File: src/rtl/wb_arb_pkg.sv
// Shared definitions for the write-back port arbiter.
// Holds default bus widths, the arbiter state encoding and the r0 address.
package wb_arb_pkg;

  localparam int unsigned DATA_W_DEF = 8;
  localparam int unsigned ADDR_W_DEF = 3;

  // r0 is hardwired to zero; writes to it complete but never reach the file
  localparam int unsigned REG_ZERO = 0;

  typedef enum logic {
    NORMAL    = 1'b0,
    ALU_BOOST = 1'b1
  } arb_state_e;

endpackage : wb_arb_pkg

File: src/rtl/wb_arb_starve_ctr.sv
// Saturating count of cycles the ALU requester has been denied.
// Ports:
//   clk, reset   clock and asynchronous active-high reset
//   alu_valid    ALU request pending
//   alu_ready    ALU request granted this cycle
//   in_boost     arbiter currently in ALU_BOOST
//   limit_hit    counter has reached STARVE_LIMIT
//   clear        counter clears at the next edge (ALU handshake or boost abandoned)
module wb_arb_starve_ctr
  import wb_arb_pkg::*;
#(
  parameter int unsigned STARVE_LIMIT = 3
) (
  input  logic clk,
  input  logic reset,
  input  logic alu_valid,
  input  logic alu_ready,
  input  logic in_boost,
  output logic limit_hit,
  output logic clear
);

  localparam int unsigned CNT_W = $clog2(STARVE_LIMIT + 1);

  logic [CNT_W-1:0] cnt_q;
  logic [CNT_W-1:0] cnt_d;

  // A boost with the ALU request withdrawn is abandoned, so the count restarts
  assign clear     = (alu_valid && alu_ready) || (in_boost && !alu_valid);
  assign limit_hit = (cnt_q == CNT_W'(STARVE_LIMIT));

  // Next count: clear wins, otherwise count denied cycles up to the limit
  always_comb begin
    cnt_d = cnt_q;
    if (clear) begin
      cnt_d = '0;
    end else if (alu_valid && !alu_ready && !limit_hit) begin
      cnt_d = cnt_q + CNT_W'(1);
    end
  end

  always_ff @(posedge clk or posedge reset) begin
    if (reset) begin
      cnt_q <= '0;
    end else begin
      cnt_q <= cnt_d;
    end
  end

endmodule : wb_arb_starve_ctr

File: src/rtl/wb_port_arbiter.sv
// Arbiter for the single register-file write port at write-back.
// DM has fixed priority unless the ALU has starved long enough to earn a boost;
// same-register collisions keep only the younger ALU write.
// Ports:
//   clk, reset                   clock and asynchronous active-high reset
//   dm_valid/addr/data, dm_ready  load-path write request and combinational accept
//   alu_valid/addr/data, alu_ready ALU write request and combinational accept
//   rf_we/rf_waddr/rf_wdata      registered register-file write
//   boost                        arbiter is in ALU_BOOST
module wb_port_arbiter
  import wb_arb_pkg::*;
#(
  parameter int unsigned DATA_W       = DATA_W_DEF,
  parameter int unsigned ADDR_W       = ADDR_W_DEF,
  parameter int unsigned STARVE_LIMIT = 3
) (
  input  logic              clk,
  input  logic              reset,
  input  logic              dm_valid,
  input  logic [ADDR_W-1:0] dm_addr,
  input  logic [DATA_W-1:0] dm_data,
  output logic              dm_ready,
  input  logic              alu_valid,
  input  logic [ADDR_W-1:0] alu_addr,
  input  logic [DATA_W-1:0] alu_data,
  output logic              alu_ready,
  output logic              rf_we,
  output logic [ADDR_W-1:0] rf_waddr,
  output logic [DATA_W-1:0] rf_wdata,
  output logic              boost
);

  arb_state_e        state_q;
  arb_state_e        state_d;
  logic              rf_we_q;
  logic              rf_we_d;
  logic [ADDR_W-1:0] rf_waddr_q;
  logic [ADDR_W-1:0] rf_waddr_d;
  logic [DATA_W-1:0] rf_wdata_q;
  logic [DATA_W-1:0] rf_wdata_d;

  logic              dm_rdy;
  logic              alu_rdy;
  logic [ADDR_W-1:0] wr_addr;
  logic [DATA_W-1:0] wr_data;
  logic              wr_go;
  logic              limit_hit;
  logic              ctr_clear;

  wb_arb_starve_ctr #(
    .STARVE_LIMIT(STARVE_LIMIT)
  ) u_starve_ctr (
    .clk       (clk),
    .reset     (reset),
    .alu_valid (alu_valid),
    .alu_ready (alu_rdy),
    .in_boost  (state_q == ALU_BOOST),
    .limit_hit (limit_hit),
    .clear     (ctr_clear)
  );

  // Grant: collisions accept both sides, otherwise the current priority side wins
  always_comb begin
    dm_rdy  = 1'b0;
    alu_rdy = 1'b0;
    if (!reset) begin
      if (dm_valid && alu_valid) begin
        if (dm_addr == alu_addr) begin
          dm_rdy  = 1'b1;
          alu_rdy = 1'b1;
        end else if (state_q == ALU_BOOST) begin
          alu_rdy = 1'b1;
        end else begin
          dm_rdy = 1'b1;
        end
      end else begin
        dm_rdy  = dm_valid;
        alu_rdy = alu_valid;
      end
    end
  end

  // ALU side is selected whenever it is accepted; on a collision DM is squashed
  assign wr_addr = alu_rdy ? alu_addr : dm_addr;
  assign wr_data = alu_rdy ? alu_data : dm_data;
  assign wr_go   = (dm_rdy || alu_rdy) && (wr_addr != ADDR_W'(REG_ZERO));

  // Next state and write-port registers
  always_comb begin
    state_d    = state_q;
    rf_we_d    = wr_go;
    rf_waddr_d = rf_waddr_q;
    rf_wdata_d = rf_wdata_q;
    if (wr_go) begin
      rf_waddr_d = wr_addr;
      rf_wdata_d = wr_data;
    end
    case (state_q)
      NORMAL: begin
        if (limit_hit && alu_valid && !alu_rdy) begin
          state_d = ALU_BOOST;
        end
      end
      ALU_BOOST: begin
        if (ctr_clear) begin
          state_d = NORMAL;
        end
      end
      default: state_d = NORMAL;
    endcase
  end

  always_ff @(posedge clk or posedge reset) begin
    if (reset) begin
      state_q    <= NORMAL;
      rf_we_q    <= 1'b0;
      rf_waddr_q <= '0;
      rf_wdata_q <= '0;
    end else begin
      state_q    <= state_d;
      rf_we_q    <= rf_we_d;
      rf_waddr_q <= rf_waddr_d;
      rf_wdata_q <= rf_wdata_d;
    end
  end

  assign dm_ready  = dm_rdy;
  assign alu_ready = alu_rdy;
  assign rf_we     = rf_we_q;
  assign rf_waddr  = rf_waddr_q;
  assign rf_wdata  = rf_wdata_q;
  assign boost     = (state_q == ALU_BOOST);

endmodule : wb_port_arbiter

File: config.mk
export PLATFORM = sky130hd
export DESIGN_NAME = wb_port_arbiter
export DESIGN_NICKNAME = d
export VERILOG_FILES = /design/src/rtl/wb_arb_pkg.sv /design/src/rtl/wb_arb_starve_ctr.sv /design/src/rtl/wb_port_arbiter.sv
export SDC_FILE = /design/constraint.sdc
export NUM_CORES = 1
export LEC_CHECK = 0
export CAP_MARGIN = 40
export CORE_MARGIN = 2
export CORE_UTILIZATION = 37
export CTS_CLUSTER_SIZE = 16
export DETAILED_ROUTE_END_ITERATION = 8
export PLACE_DENSITY = 0.75
export SLEW_MARGIN = 25
export SYNTH_ARGS = -nofsm -noshare
export SYNTH_HDL_FRONTEND = slang
export SYNTH_SLANG_ARGS = --single-unit
File: constraint.sdc
create_clock -name clk -period 1.9 [get_ports clk]
set_input_delay 0.285 -clock clk [delete_from_list [all_inputs] [get_ports clk]]
set_output_delay 0.285 -clock clk [all_outputs]
set_load 0.05 [all_outputs]
==> impl_metrics.ini <==
[critical_path]
r2r-start = boost
startpoint = alu_addr[1]
end_kind = flip-flop
endpoint = rf_wdata[6]
arrival_ns = 2.05
worst_r2r_path_depth = 7
r2r-end = rf_wdata[6]
worst-path-max-fanout = 5
rrSetupSlack_ns = 0.07
critPathLaunchType = input pin
path_class = input pin to flip-flop
cp.required_ns = 2.06

[final_layout]
final_cell_area_sq_um = 1630
syn_to_final_growth_pct = 76.8
antenna_cells = 0
final_util_pct = 67.8
final_layout_size_suffix_gt1_share_pct = 44.9
final_cell_mix = clkdlybuf4s50_1, buf_4, dfrtp_1
fin_cells = 166
final_nets = 164
final_common_cell = clkdlybuf4s50_1

[synthesis]
yosys_warnings = 0
syn-mean-instance-area_sq_um = 12.8
synth_area_sq_um = 923
syn-num-nets = 99
synth_seq_cells = 15
synth-seq-area-share_pct = 40.7
yosysUniqueCellTypes = 30
postSynthCellCount = 72

[floorplanning]
die_w_um = 54.0
core_sq_um = 2410
start_util_pct = 38.3
dieArea_sq_um = 2910
die_h_um = 54.0
row_count = 18
io_pins = 41

[routing]
drt-initial-drc-count = 7
vias_per_cell = 4.84
drtAntennaViolNets = 0
avgRoutedWirePerCell_um = 15.0
vias = 804
drt-pass1-iter-count = 3
drt_wl_total_mm = 2.48
drc = 0

[job]
drv_cap = 0

[clocking]
cts_buffer_depth = 2
insertion_delay_ns = 0.28
hold_buffers = 0
clk_pin_slew_ns = 0.10
cts_buffers = 3
root_buffer = clkbuf_4
clock-sinks = 15
htreeDepth = 1
cts_tree = done

[hold_path]
hp-class = input pin to async pin

[timing]
fin_crit_sh_pct = 99.3
max_slew_margin_pct = 64.6
skew_ns = 0.0114
final.setup.tns_ns = 0
tightest_slew_ns = 0.526
fin_crit_ns = 1.89
finalSetupViolations = 0
clock.fmax_mhz = 530
drv_slew = 0
finalHoldViolCount = 0
grt_setup_unrepaired = true

[global_routing]
grt_overflow = 0
grt_pass1_vias = 898
grt_pass1_wl_mm = 3.92
grt.total_usage_pct = 18.7
antenna_found_initial = 0
grt_max_degree = 16

[placement]
dpl.hpwl_mm = 1.86
dpl.cell_count = 154
placed_area_sq_um = 1500
gp_congestion = 0.799
io_buffers = 40

[outcome]
status = finished, final reports clean

[power]
leakagePower_nw = 0.745
power_density_nw_per_um2 = 811
ir_worst_vdd_mv = 0.721
finalPower_mw = 1.32
-- power breakdown --
group          internal, mW  switching (mW)  leakage [nW]
logic                 0.348           0.362         0.548
registers             0.390          0.0456         0.179
clock network        0.0778           0.100        0.0177
total                 0.816           0.508         0.745
-- cell families after synthesis --
logic type	share of synthesized area [%]
AO/OA/AOI/OAI	10.8
XOR/XNOR	3.79
adder cells (fa/ha/maj)	1.35
buffers and inverters	4.06
flip-flops	40.7
multiplexers	25.6
AND/OR/NAND/NOR	13.7
-- critical path, stage by stage --
cell	delay, ns
clkdlybuf4s15_1	0.23
xor2_2	0.18
and4bb_4	0.40
nor4_4	0.07
a311oi_4	0.30
buf_4	0.18
buf_12	0.11
mux2_4	0.29
-- worst min-delay path by stage --
stage / slack (ns) / endpoint / cells after the start / start
2_1_floorplan: 0.19 / rf_waddr[0] / 1 / reset
3_3_place_gp: 0.48 / u_starve_ctr.cnt_q[1] / 1 / u_starve_ctr.cnt_q[1]
3_5_place_dp: 0.49 / rf_wdata[0] / 1 / rf_wdata[0]
4_1_cts: 0.20 / rf_wdata[2] / 3 / reset
5_1_grt: 0.21 / rf_wdata[2] / 3 / reset
6_report: 0.16 / rf_wdata[0] / 3 / reset
-- final cells by class --
class                           instances  area (sq um)
Sequential cell                        15           377
Tap cell                               30          37.5
Timing Repair Buffer                   62           611
Clock buffer                            3          22.5
Fill cell                             178           777
Multi-Input combinational cell         51           561
Inverter                                4          20.0
Clock inverter                          1          5.00
-- routing by layer --
metal | track usage (%) | share of wire [%] | up-vias
li1 | - | - | 389
met1 | 21.6 | 40 | 387
met5 | 0 | 0 | -
met4 | 5.13 | 0.48 | 0
met2 | 34.6 | 53 | 26
met3 | 3.61 | 6.6 | 2
-- cells in the mapped netlist, drive strengths merged --
cell | instances | area share [%]
a311oi | 1 | 2.8
dfrtp | 15 | 41
nor2b | 1 | 0.68
o31ai | 1 | 0.81
inv | 4 | 1.6
ha | 1 | 1.4
nor4 | 1 | 2.3
a32o | 2 | 2.2
a31o | 1 | 0.95
and2 | 1 | 0.81
buf | 2 | 2.4
and2b | 1 | 0.81
a21oi | 1 | 0.54
xnor2 | 2 | 1.9
o21ai | 2 | 1.1
mux2i | 3 | 3.3
and4bb | 1 | 1.8
xor2 | 2 | 1.9
nand2 | 2 | 0.81
nand2b | 1 | 0.68
nor3b | 1 | 0.81
o211a | 1 | 1.1
nor2 | 5 | 3.8
o22ai | 2 | 1.4
or2 | 1 | 0.68
mux2 | 16 | 22
nor3 | 1 | 0.54
-- stage by stage --
stage	worst slack (ns)	hold WS, ns
after floorplan	-0.0227	0.192
after global placement	-0.413	0.485
after detailed placement	-0.450	0.492
after CTS	-0.0142	0.202
after global routing	-0.0293	0.211
final	0.0136	0.164
-- flip-flops by register name, indices dropped and copies added (netlist names) --
| signal | cells |
|---|---|
| boost | 1 |
| rf_waddr | 3 |
| rf_wdata | 8 |
| rf_we | 1 |
| u_starve_ctr.cnt_q | 2 |
-- what timing repair did --
action                                  in CTS  in global routing
gates cloned                                 1                  0
pin swaps                                    6                  3
setup buffers                                6                  1
resized for setup                           12                 10
endpoints found under the setup margin      10                 12
hold endpoints to repair                     0                  0
Note: power is estimated with default switching activity, not from simulation.
